<file path="config.mk">
export PLATFORM = sky130hd
export DESIGN_NAME = cpu_trace_buffer
export DESIGN_NICKNAME = d
export VERILOG_FILES = /design/src/rtl/cpu_dbg_pkg.sv /design/src/rtl/trace_ram.sv /design/src/rtl/cpu_trace_buffer.sv
export SDC_FILE = /design/constraint.sdc
export NUM_CORES = 1
export LEC_CHECK = 0
export BUFFER_PORTS_ARGS = -buffer_cell sky130_fd_sc_hd__buf_4
export CAP_MARGIN = 15
export CORE_ASPECT_RATIO = 1.1
export CORE_MARGIN = 2
export CORE_UTILIZATION = 30
export DETAILED_ROUTE_END_ITERATION = 8
export PLACE_DENSITY_LB_ADDON = 0.15
export SLEW_MARGIN = 40
export SYNTH_ARGS = -nofsm -noshare
export SYNTH_HDL_FRONTEND = slang
export SYNTH_SLANG_ARGS = --single-unit
</file>
<file path="constraint.sdc">
create_clock -name clk -period 5.6 [get_ports clk]
set_clock_uncertainty 0.1 [all_clocks]
set_input_delay 0.84 -clock clk [delete_from_list [all_inputs] [get_ports clk]]
set_output_delay 0.84 -clock clk [all_outputs]
set_load 0.005 [all_outputs]
</file>
<file path="src/rtl/cpu_dbg_pkg.sv">
// rtl/cpu_dbg_pkg.sv - shared trace-buffer state encoding and entry field layout
//
// Purpose: state encoding for cpu_trace_buffer and the bit layout of a packed
// trace entry {pc, instr, wr_en, wr_addr, wr_data} for the default CPU widths,
// so that anything unpacking rd_data agrees with the packer.
package cpu_dbg_pkg;

  typedef enum logic [1:0] {
    ST_IDLE   = 2'd0,
    ST_ARMED  = 2'd1,
    ST_POST   = 2'd2,
    ST_FROZEN = 2'd3
  } trc_state_e;

  localparam int DEF_PC_W    = 8;
  localparam int DEF_INSTR_W = 16;
  localparam int DEF_DATA_W  = 8;
  localparam int DEF_NREGS   = 8;
  localparam int DEF_RA_W    = $clog2(DEF_NREGS);

  // Field offsets, LSB first: wr_data at bit 0, pc in the top bits.
  localparam int OFF_WR_DATA = 0;
  localparam int OFF_WR_ADDR = OFF_WR_DATA + DEF_DATA_W;
  localparam int OFF_WR_EN   = OFF_WR_ADDR + DEF_RA_W;
  localparam int OFF_INSTR   = OFF_WR_EN + 1;
  localparam int OFF_PC      = OFF_INSTR + DEF_INSTR_W;
  localparam int DEF_ENTRY_W = OFF_PC + DEF_PC_W;

  function automatic logic [DEF_PC_W-1:0] entry_pc(input logic [DEF_ENTRY_W-1:0] e);
    return e[OFF_PC +: DEF_PC_W];
  endfunction

endpackage

</file>
<file path="src/rtl/trace_ram.sv">
// rtl/trace_ram.sv - simple dual-port trace storage with registered read port
//
// Purpose: DEPTH x WIDTH array, one write port and one read port whose data
// appears the cycle after rd_en and holds until the next rd_en.
// Ports:
//   clk      - clock
//   wr_en    - write strobe; wr_addr/wr_data written at the edge
//   rd_en    - read strobe; rd_data updated from rd_addr at the edge
//   rd_data  - registered read data (not reset; storage is never cleared)
module trace_ram #(
  parameter int DEPTH = 16,
  parameter int WIDTH = 33,
  localparam int AW   = $clog2(DEPTH)
) (
  input  logic             clk,
  input  logic             wr_en,
  input  logic [AW-1:0]    wr_addr,
  input  logic [WIDTH-1:0] wr_data,
  input  logic             rd_en,
  input  logic [AW-1:0]    rd_addr,
  output logic [WIDTH-1:0] rd_data
);

  logic [WIDTH-1:0] mem [DEPTH];
  logic [WIDTH-1:0] rd_data_q;
  logic [WIDTH-1:0] rd_data_d;

  always_comb begin
    rd_data_d = rd_data_q;
    if (rd_en) begin
      rd_data_d = mem[rd_addr];
    end
  end

  always_ff @(posedge clk) begin
    if (wr_en) begin
      mem[wr_addr] <= wr_data;
    end
    rd_data_q <= rd_data_d;
  end

  assign rd_data = rd_data_q;

endmodule

</file>
<file path="src/rtl/cpu_trace_buffer.sv">
// rtl/cpu_trace_buffer.sv - circular retire-trace recorder with PC trigger and post window
//
// Purpose: captures retired instructions into a circular buffer while ARMED,
// fires on a PC match, records POST_CNT more entries, then freezes the history
// for readback through a one-cycle-latency port.
// Ports:
//   clk, reset          - clock, synchronous active-low reset
//   arm, stop           - control pulses (arm clears and starts, stop freezes)
//   trig_en, trig_pc    - PC-match trigger
//   cap_*               - retire strobe with PC, instruction and writeback
//   rd_req, rd_addr     - read request by logical index (0 = oldest)
//   rd_valid, rd_data   - read response, one cycle after rd_req
//   state, count, wrapped, triggered, trig_idx - status
module cpu_trace_buffer
  import cpu_dbg_pkg::*;
#(
  parameter int PC_W     = DEF_PC_W,
  parameter int INSTR_W  = DEF_INSTR_W,
  parameter int DATA_W   = DEF_DATA_W,
  parameter int NREGS    = DEF_NREGS,
  parameter int DEPTH    = 16,
  parameter int POST_CNT = 4,
  localparam int RA_W    = $clog2(NREGS),
  localparam int PTR_W   = $clog2(DEPTH),
  localparam int ENTRY_W = PC_W + INSTR_W + 1 + RA_W + DATA_W
) (
  input  logic               clk,
  input  logic               reset,
  input  logic               arm,
  input  logic               stop,
  input  logic               trig_en,
  input  logic [PC_W-1:0]    trig_pc,
  input  logic               cap_valid,
  input  logic [PC_W-1:0]    cap_pc,
  input  logic [INSTR_W-1:0] cap_instr,
  input  logic               cap_wr_en,
  input  logic [RA_W-1:0]    cap_wr_addr,
  input  logic [DATA_W-1:0]  cap_wr_data,
  input  logic               rd_req,
  input  logic [PTR_W-1:0]   rd_addr,
  output logic               rd_valid,
  output logic [ENTRY_W-1:0] rd_data,
  output logic [1:0]         state,
  output logic [PTR_W:0]     count,
  output logic               wrapped,
  output logic               triggered,
  output logic [PTR_W-1:0]   trig_idx
);

  localparam int CNT_W = PTR_W + 1;

  trc_state_e       state_q,     state_d;
  logic [PTR_W-1:0] wr_ptr_q,    wr_ptr_d;
  logic [CNT_W-1:0] count_q,     count_d;
  logic [PTR_W-1:0] post_q,      post_d;
  logic [PTR_W-1:0] trig_slot_q, trig_slot_d;
  logic             wrapped_q,   wrapped_d;
  logic             triggered_q, triggered_d;
  logic             rd_valid_q,  rd_valid_d;
  // Out-of-range reads (and reset) force rd_data to zero without touching the RAM.
  logic             rd_zero_q,   rd_zero_d;

  logic               capturing;
  logic               cap_take;
  logic               trig_hit;
  logic               rd_ok;
  logic [PTR_W-1:0]   oldest;
  logic               ram_we;
  logic [PTR_W-1:0]   ram_rd_addr;
  logic [ENTRY_W-1:0] ram_wdata;
  logic [ENTRY_W-1:0] ram_rdata;

  assign oldest    = wrapped_q ? wr_ptr_q : '0;
  assign ram_wdata = {cap_pc, cap_instr, cap_wr_en, cap_wr_addr, cap_wr_data};

  always_comb begin
    state_d     = state_q;
    wr_ptr_d    = wr_ptr_q;
    count_d     = count_q;
    post_d      = post_q;
    trig_slot_d = trig_slot_q;
    wrapped_d   = wrapped_q;
    triggered_d = triggered_q;
    rd_valid_d  = 1'b0;
    rd_zero_d   = rd_zero_q;
    ram_we      = 1'b0;

    capturing = (state_q == ST_ARMED) || (state_q == ST_POST);
    cap_take  = cap_valid && capturing && !arm;
    trig_hit  = (state_q == ST_ARMED) && trig_en && (cap_pc == trig_pc);

    // Reads only see a stable buffer, and arm wins over a same-cycle read.
    rd_ok       = rd_req && !arm && ((state_q == ST_IDLE) || (state_q == ST_FROZEN));
    ram_rd_addr = oldest + rd_addr;
    if (rd_ok) begin
      rd_valid_d = 1'b1;
      rd_zero_d  = ({1'b0, rd_addr} >= count_q);
    end

    if (arm) begin
      state_d     = ST_ARMED;
      wr_ptr_d    = '0;
      count_d     = '0;
      post_d      = '0;
      trig_slot_d = '0;
      wrapped_d   = 1'b0;
      triggered_d = 1'b0;
    end else begin
      if (cap_take) begin
        ram_we   = 1'b1;
        wr_ptr_d = wr_ptr_q + PTR_W'(1);
        if (count_q == CNT_W'(DEPTH)) begin
          wrapped_d = 1'b1;
        end else begin
          count_d = count_q + CNT_W'(1);
        end

        if (trig_hit) begin
          triggered_d = 1'b1;
          trig_slot_d = wr_ptr_q;
          if (POST_CNT == 0) begin
            state_d = ST_FROZEN;
          end else begin
            state_d = ST_POST;
            post_d  = PTR_W'(POST_CNT);
          end
        end else if (state_q == ST_POST) begin
          post_d = post_q - PTR_W'(1);
          if (post_q == PTR_W'(1)) begin
            state_d = ST_FROZEN;
          end
        end
      end

      // The capture above is still stored when stop arrives in the same cycle.
      if (stop && capturing) begin
        state_d = ST_FROZEN;
      end
    end
  end

  always_ff @(posedge clk) begin
    if (!reset) begin
      state_q     <= ST_IDLE;
      wr_ptr_q    <= '0;
      count_q     <= '0;
      post_q      <= '0;
      trig_slot_q <= '0;
      wrapped_q   <= 1'b0;
      triggered_q <= 1'b0;
      rd_valid_q  <= 1'b0;
      rd_zero_q   <= 1'b1;
    end else begin
      state_q     <= state_d;
      wr_ptr_q    <= wr_ptr_d;
      count_q     <= count_d;
      post_q      <= post_d;
      trig_slot_q <= trig_slot_d;
      wrapped_q   <= wrapped_d;
      triggered_q <= triggered_d;
      rd_valid_q  <= rd_valid_d;
      rd_zero_q   <= rd_zero_d;
    end
  end

  trace_ram #(
    .DEPTH (DEPTH),
    .WIDTH (ENTRY_W)
  ) u_ram (
    .clk     (clk),
    .wr_en   (ram_we),
    .wr_addr (wr_ptr_q),
    .wr_data (ram_wdata),
    .rd_en   (rd_ok),
    .rd_addr (ram_rd_addr),
    .rd_data (ram_rdata)
  );

  assign rd_valid  = rd_valid_q;
  assign rd_data   = rd_zero_q ? '0 : ram_rdata;
  assign state     = state_q;
  assign count     = count_q;
  assign wrapped   = wrapped_q;
  assign triggered = triggered_q;
  // The trigger slot is never overwritten, so its distance from the oldest slot is its logical index.
  assign trig_idx  = triggered_q ? (trig_slot_q - oldest) : '0;

endmodule

</file>
; Word-level counts from Yosys, hierarchy flattened
; Memories as Yosys holds them, arrays and structs flattened. A register that Yosys moved wholly into a read port is not among the register bits.
; Index checks and enable logic that the tools add are counted.
; Widths: inputs -> output; s select.
[totals]
regBits = 23
ramBits = 576
in_bits = 55
out_inout_bits = 50
mem_count = 1
[memory_table]
columns = name, words, width, read_ports, rd_ports_with_merged_regs, write_ports, line_no
row1 = u_ram.mem, 16, 36, 1, 1, 1, trace_ram.sv:24  ; logic [WIDTH-1:0] mem [DEPTH];
[classes]
addsub = 5
n_lt_le_gt_ge = 1
eq_ne = 6
mux = 16
bitwise_logic = 2
reduce_logical = 25
[ops]
columns = cell, count
row1 = $mux 36, 1
row2 = $mux 4, 4
row3 = $mux 2, 5
row4 = $reduce_bool 3->1, 3
row5 = $eq 8x8->1, 1
row6 = $reduce_and 2->1, 4
row7 = $reduce_bool 4->1, 2
row8 = $logic_and 1x1->1, 7
row9 = $mux 1, 6
row10 = $reduce_and 3->1, 2
row11 = $add 5x1->5 const B, 1
row12 = $eq 5x5->1 const B, 1
row13 = $ge 4x5->1, 1
row14 = $add 4x1->4 const B, 1
row15 = $add 4x4->4, 1
row16 = $eq 2x2->1 const B, 2
row17 = $eq 4x1->1 const B, 1
row18 = $reduce_bool 2->1, 2
row19 = $sub 4x1->4 const B, 1
row20 = $sub 4x4->4, 1
row21 = $eq 2x1->1 const B, 1
row22 = $logic_not 2->1, 1
row23 = $logic_or 1x1->1, 2
row24 = $not 1->1, 2
row25 = 2 further kinds, 2

; Logic depth before layout (Yosys ltp)
[depth]
word_depth = 8
depth_mapped = 9

; By module
; Synthesis repeated with hierarchy kept, for this count alone.
[hier_totals]
hier_cells = 1153
hier_area_um2 = 24488.5
[by_module_without_submodules]
columns = module, instances, cells_each, area_each_um2, seq_area_each_um2
row1 = trace_ram, 1, 938, 22679.3, 18377.6
row2 = cpu_trace_buffer, 1, 215, 1809.2, 460.4

; Worst setup path before layout
; OpenSTA, ideal clock, no wires.
[synth_timing]
kind = input to register
start = in arm
end = mem u_ram.mem[0][0] (netlist name), enable pin
setup_time_ns = 0.474
arrival_time_ns = 4.091
required_ns = 5.026
slack_ns = 0.936
path_stages = 4
path_buffers = 1
path_cell_list = nor3b_2 > clkbuf_1 > nand2_1 > nor3_1
[synth_between]
elab_chain_len = 6
[synth_rtl]
columns = element, line_no
row1 = start: declaration, cpu_trace_buffer.sv:29  ; input logic arm,
row2 = $logic_not 1->1, cpu_trace_buffer.sv:89  ; cap_take = cap_valid && capturing && !arm;
row3 = $logic_and 1x1->1, cpu_trace_buffer.sv:89
row4 = $mux 1, cpu_trace_buffer.sv:109  ; if (cap_take) begin
row5 = $mux 1 *, cpu_trace_buffer.sv:100  ; if (arm) begin
row6 = $mux 1 *, trace_ram.sv:36  ; if (wr_en) begin
row7 = $mux 1 (not written as such) *, trace_ram.sv:37  ; mem[wr_addr] <= wr_data;
row8 = end: declaration, trace_ram.sv:24
; Mark *: on every way between the ends. The rest lies on a longest branch, timed or not.

; Worst setup path in the final report
[layout_timing]
start = reg wr_ptr_q[0]
end = reg u_ram.rd_data_q[20] (netlist: u_ram.rd_data[20]), read port of u_ram.mem, data pin
[layout_between]
elab_chain_len = 2
[layout_rtl]
columns = element, line_no
row1 = start: declaration, cpu_trace_buffer.sv:53  ; logic [PTR_W-1:0] wr_ptr_q, wr_ptr_d;
row2 = start signal: assignment, cpu_trace_buffer.sv:155  ; wr_ptr_q <= wr_ptr_d;
row3 = $mux 4, cpu_trace_buffer.sv:73  ; assign oldest = wrapped_q ? wr_ptr_q : '0;
row4 = $add 4x4->4, cpu_trace_buffer.sv:94  ; ram_rd_addr = oldest + rd_addr;
row5 = end: declaration, trace_ram.sv:25  ; logic [WIDTH-1:0] rd_data_q;
; No other way between the ends.
; A chain may end at the register's enable or synchronous reset.

==> results.sh <==
export IMPL_required_ps=5820
export IMPL_clock_latency_ps=590
export IMPL_synth_seq_cells=635
export IMPL_place_congestion=0.690
export IMPL_yosysUniqueCellTypes=48
export IMPL_maxCapViolations=0
export IMPL_worst_pin_slew_ps=801
export IMPL_cts_hold_buf=0
export IMPL_gr_total_overflow=0
export IMPL_yosys_area_top_type_share_pct=73.8
export IMPL_cts_root_buffer="clkbuf_16"
export IMPL_initial_core_util_pct=30.4
export IMPL_syn_area_per_cell_sq_um=21.6
export IMPL_rsz0062_at_grt="false"
export IMPL_synth_edf_count=612
export IMPL_via_per_inst=4.73
export IMPL_period_needed_ps=3480
export IMPL_nets=1402
export IMPL_first_pass_iters=4
export IMPL_coreArea_sq_um=82000
export IMPL_htree_num_levels=3
export IMPL_critical_path_endpoint_type="register"
export IMPL_vdd_drop_max_v=0.000170
export IMPL_via_count=11500
export IMPL_synth_seq_area_share_pct=75.6
export IMPL_drive_above_1_share_pct=30.1
export IMPL_finalMaxSlewViolations=0
export IMPL_swShare_pct=20.4
export IMPL_relSlewSlack_pct=46.6
export IMPL_synth_warnings=0
export IMPL_grt_pass1_vias=12700
export IMPL_synth_nets=1232
export IMPL_status="finished, final reports clean"
export IMPL_critPathKind="register to register"
export IMPL_p_per_area_nw_per_um2=344
export IMPL_startpoint="wr_ptr_q[0]"
export IMPL_yosysMostFrequentCell="edfxtp_1"
export IMPL_drc_errors=0
export IMPL_r2r_cells=7
export IMPL_p_leak_nw=9.71
export IMPL_clockPowerShare_pct=44.3
export IMPL_syn_area_sq_um=24900
export IMPL_clock_path_buffers=3
export IMPL_area_delta_synth_final_pct=19.1
export IMPL_combPwrFrac_pct=4.4
export IMPL_layout_setup_ws_ps=2120
export IMPL_pre_cts_ws_ps=1740
export IMPL_max_freq_mhz=287
export IMPL_cp_max_fo=26
export IMPL_postCtsSetupBuffers=0
export IMPL_dp_hpwl_um=33200
export IMPL_hold_viol=0
export IMPL_rr_startpoint="wr_ptr_q[0]"
export IMPL_port_buffers=104
export IMPL_clkTransAtPathRegs_ps=60
export IMPL_cts_tree="done"
export IMPL_antenna_found_initial=1
export IMPL_ys_top_cells_by_area="edfxtp_1 (74%), mux4_2 (13%), mux2i_1 (4.5%)"
export IMPL_synth_largest_area_cell="edfxtp_1"
export IMPL_drt_wl_total_um=60200
export IMPL_dominantRegCellSynth="edfxtp_1"
export IMPL_period_share_pct=62.2
export IMPL_final_setup_viol_count=0
export IMPL_rrSetupSlack_ps=2120
export IMPL_arrival_ps=3700
export IMPL_grt_start_max_net_pins=53
export IMPL_syn_inst=1155
export IMPL_grt_first_pass_wirelength_um=87600
export IMPL_setup_worst_path_start_class="register"
export IMPL_core_rowCount=110
export IMPL_die_h_um=306
export IMPL_p_int_mw=8.13
export IMPL_cts_buffers=71
export IMPL_antenna_left=0
export IMPL_io_pins=105
export IMPL_dieArea_sq_um=85300
export IMPL_setup_tns_ps=0
export IMPL_synth_commonest_cells="edfxtp_1 (612), mux4_2 (144), mux2i_1 (112)"
export IMPL_drt_initial_drc_count=808
export IMPL_fp_dieW_um=279
export IMPL_wl_per_cell_um=24.6
export IMPL_synthArstFlopShare_pct=0
export IMPL_grt_total_usage_pct=14.3
export IMPL_hold_class="register to register"
export IMPL_cp_endpoint="u_ram.rd_data[20]"
export IMPL_r2r_end="u_ram.rd_data[20]"
export IMPL_clock_sinks=635
export IMPL_insertedDiodeCount=0
export IMPL_pwr_share_seq_pct=51.3
export IMPL_p_switching_mw=2.08
export IMPL_ctsResizeCount=0
==> worst min path at each step <==
stage,start,to,slack (ps),cells after the start
detailed placement,trig_slot_q[0],trig_slot_q[0],350,2
floorplan,trig_slot_q[0],trig_slot_q[0],330,2
CTS,trig_slot_q[0],trig_slot_q[0],360,2
global placement,trig_slot_q[0],trig_slot_q[0],350,2
finish,trig_slot_q[0],trig_slot_q[0],350,2
global route,trig_slot_q[0],trig_slot_q[0],380,2
==> worst max-delay path: stages, from the launching register on <==
cell and delay [ps]:
dfxtp_1 390, and2_1 240, ha_4 180, fa_4 1130
buf_4 480, mux4_2 410, mux2i_1 170, mux2i_1 90
==> logic make-up after synthesis <==
| family | Yosys count | share of synthesized area (%) |
|---|---|---|
| xor+xnor | 20 | 0.839 |
| buf+inv | 69 | 1.37 |
| compound gates | 24 | 0.648 |
| mux | 256 | 17.5 |
| flops | 635 | 75.6 |
| fa+ha+maj | 22 | 1.17 |
| simple gates | 129 | 2.82 |
==> sequential cells by signal, indices dropped and copies added, names as in the netlist <==
signal	count
rd_zero_q	1
wr_ptr_q	4
u_ram.rd_data	36
trig_slot_q	4
rd_valid	1
post_q	4
count	5
triggered	1
wrapped	1
state	2
u_ram.mem	576
==> layout make-up <==
type | instances | area [sq um]
multi-input cells | 451 | 5870
flip-flops and latches | 635 | 18800
fillers | 7592 | 52400
clock inverters | 31 | 298
clock buffers | 95 | 1940
repair buffers | 149 | 1320
inverters | 17 | 65.1
well taps | 1064 | 1330
==> metrics by stage <==
| step | hold WS, ps | power [mW] | utilization [%] | instance area [sq um] | std cells |
|---|---|---|---|---|---|
| 2_1_floorplan | 335 | 5.60 | - | 24900 | 1155 |
| 3_3_place_gp | 353 | 5.80 | 33.2 | 27200 | 2309 |
| 3_5_place_dp | 348 | 5.81 | 33.4 | 27400 | 2316 |
| 4_1_cts | 358 | 10.4 | 36.2 | 29700 | 2442 |
| 5_1_grt | 375 | 10.6 | 36.2 | 29700 | 2442 |
| 6_report | 354 | 10.2 | 36.2 | 29700 | 2442 |
==> power groups by stage <==
stage	Clock, mW	Sequential (mW)	Combinational, mW
floorplan	0	5.34	0.262
global placement	0	5.34	0.460
detailed placement	0	5.34	0.467
CTS	4.67	5.24	0.467
global route	4.86	5.24	0.495
finish	4.53	5.24	0.449
==> layer usage <==
metal | up-vias | track usage (%) | part of all wire [%]
met5 | - | 0 | 0.015
met3 | 63 | 2.73 | 4.1
met4 | 2 | 3.54 | 1.5
li1 | 5083 | - | -
met1 | 6172 | 19.2 | 45
met2 | 228 | 23.8 | 50
==> cells in the final DEF (no fill, tap or decap), types with 3 or more instances in the layout <==
master      count
nor4_1          5
clkbuf_1       19
nor2b_1        39
bufinv_16       6
nand2_1        19
nor3_1          4
a21oi_1         5
nor3_2          4
mux2i_1       112
xnor2_1         4
clkinvlp_4      4
clkbuf_16      73
buf_16          5
edfxtp_1      612
o21ai_0         5
buf_12          6
inv_1          16
dfxtp_1        22
nand3_1         5
clkinv_2        8
clkinv_1       14
buf_4         134
nand2b_1        4
clkbuf_8        3
ha_1           19
nor2_1         17
nor2_4         12
nand4_1         4
mux4_2        144
and2_1          4
xor2_1         13
No activity file was read; power rests on OpenSTA's default activity.
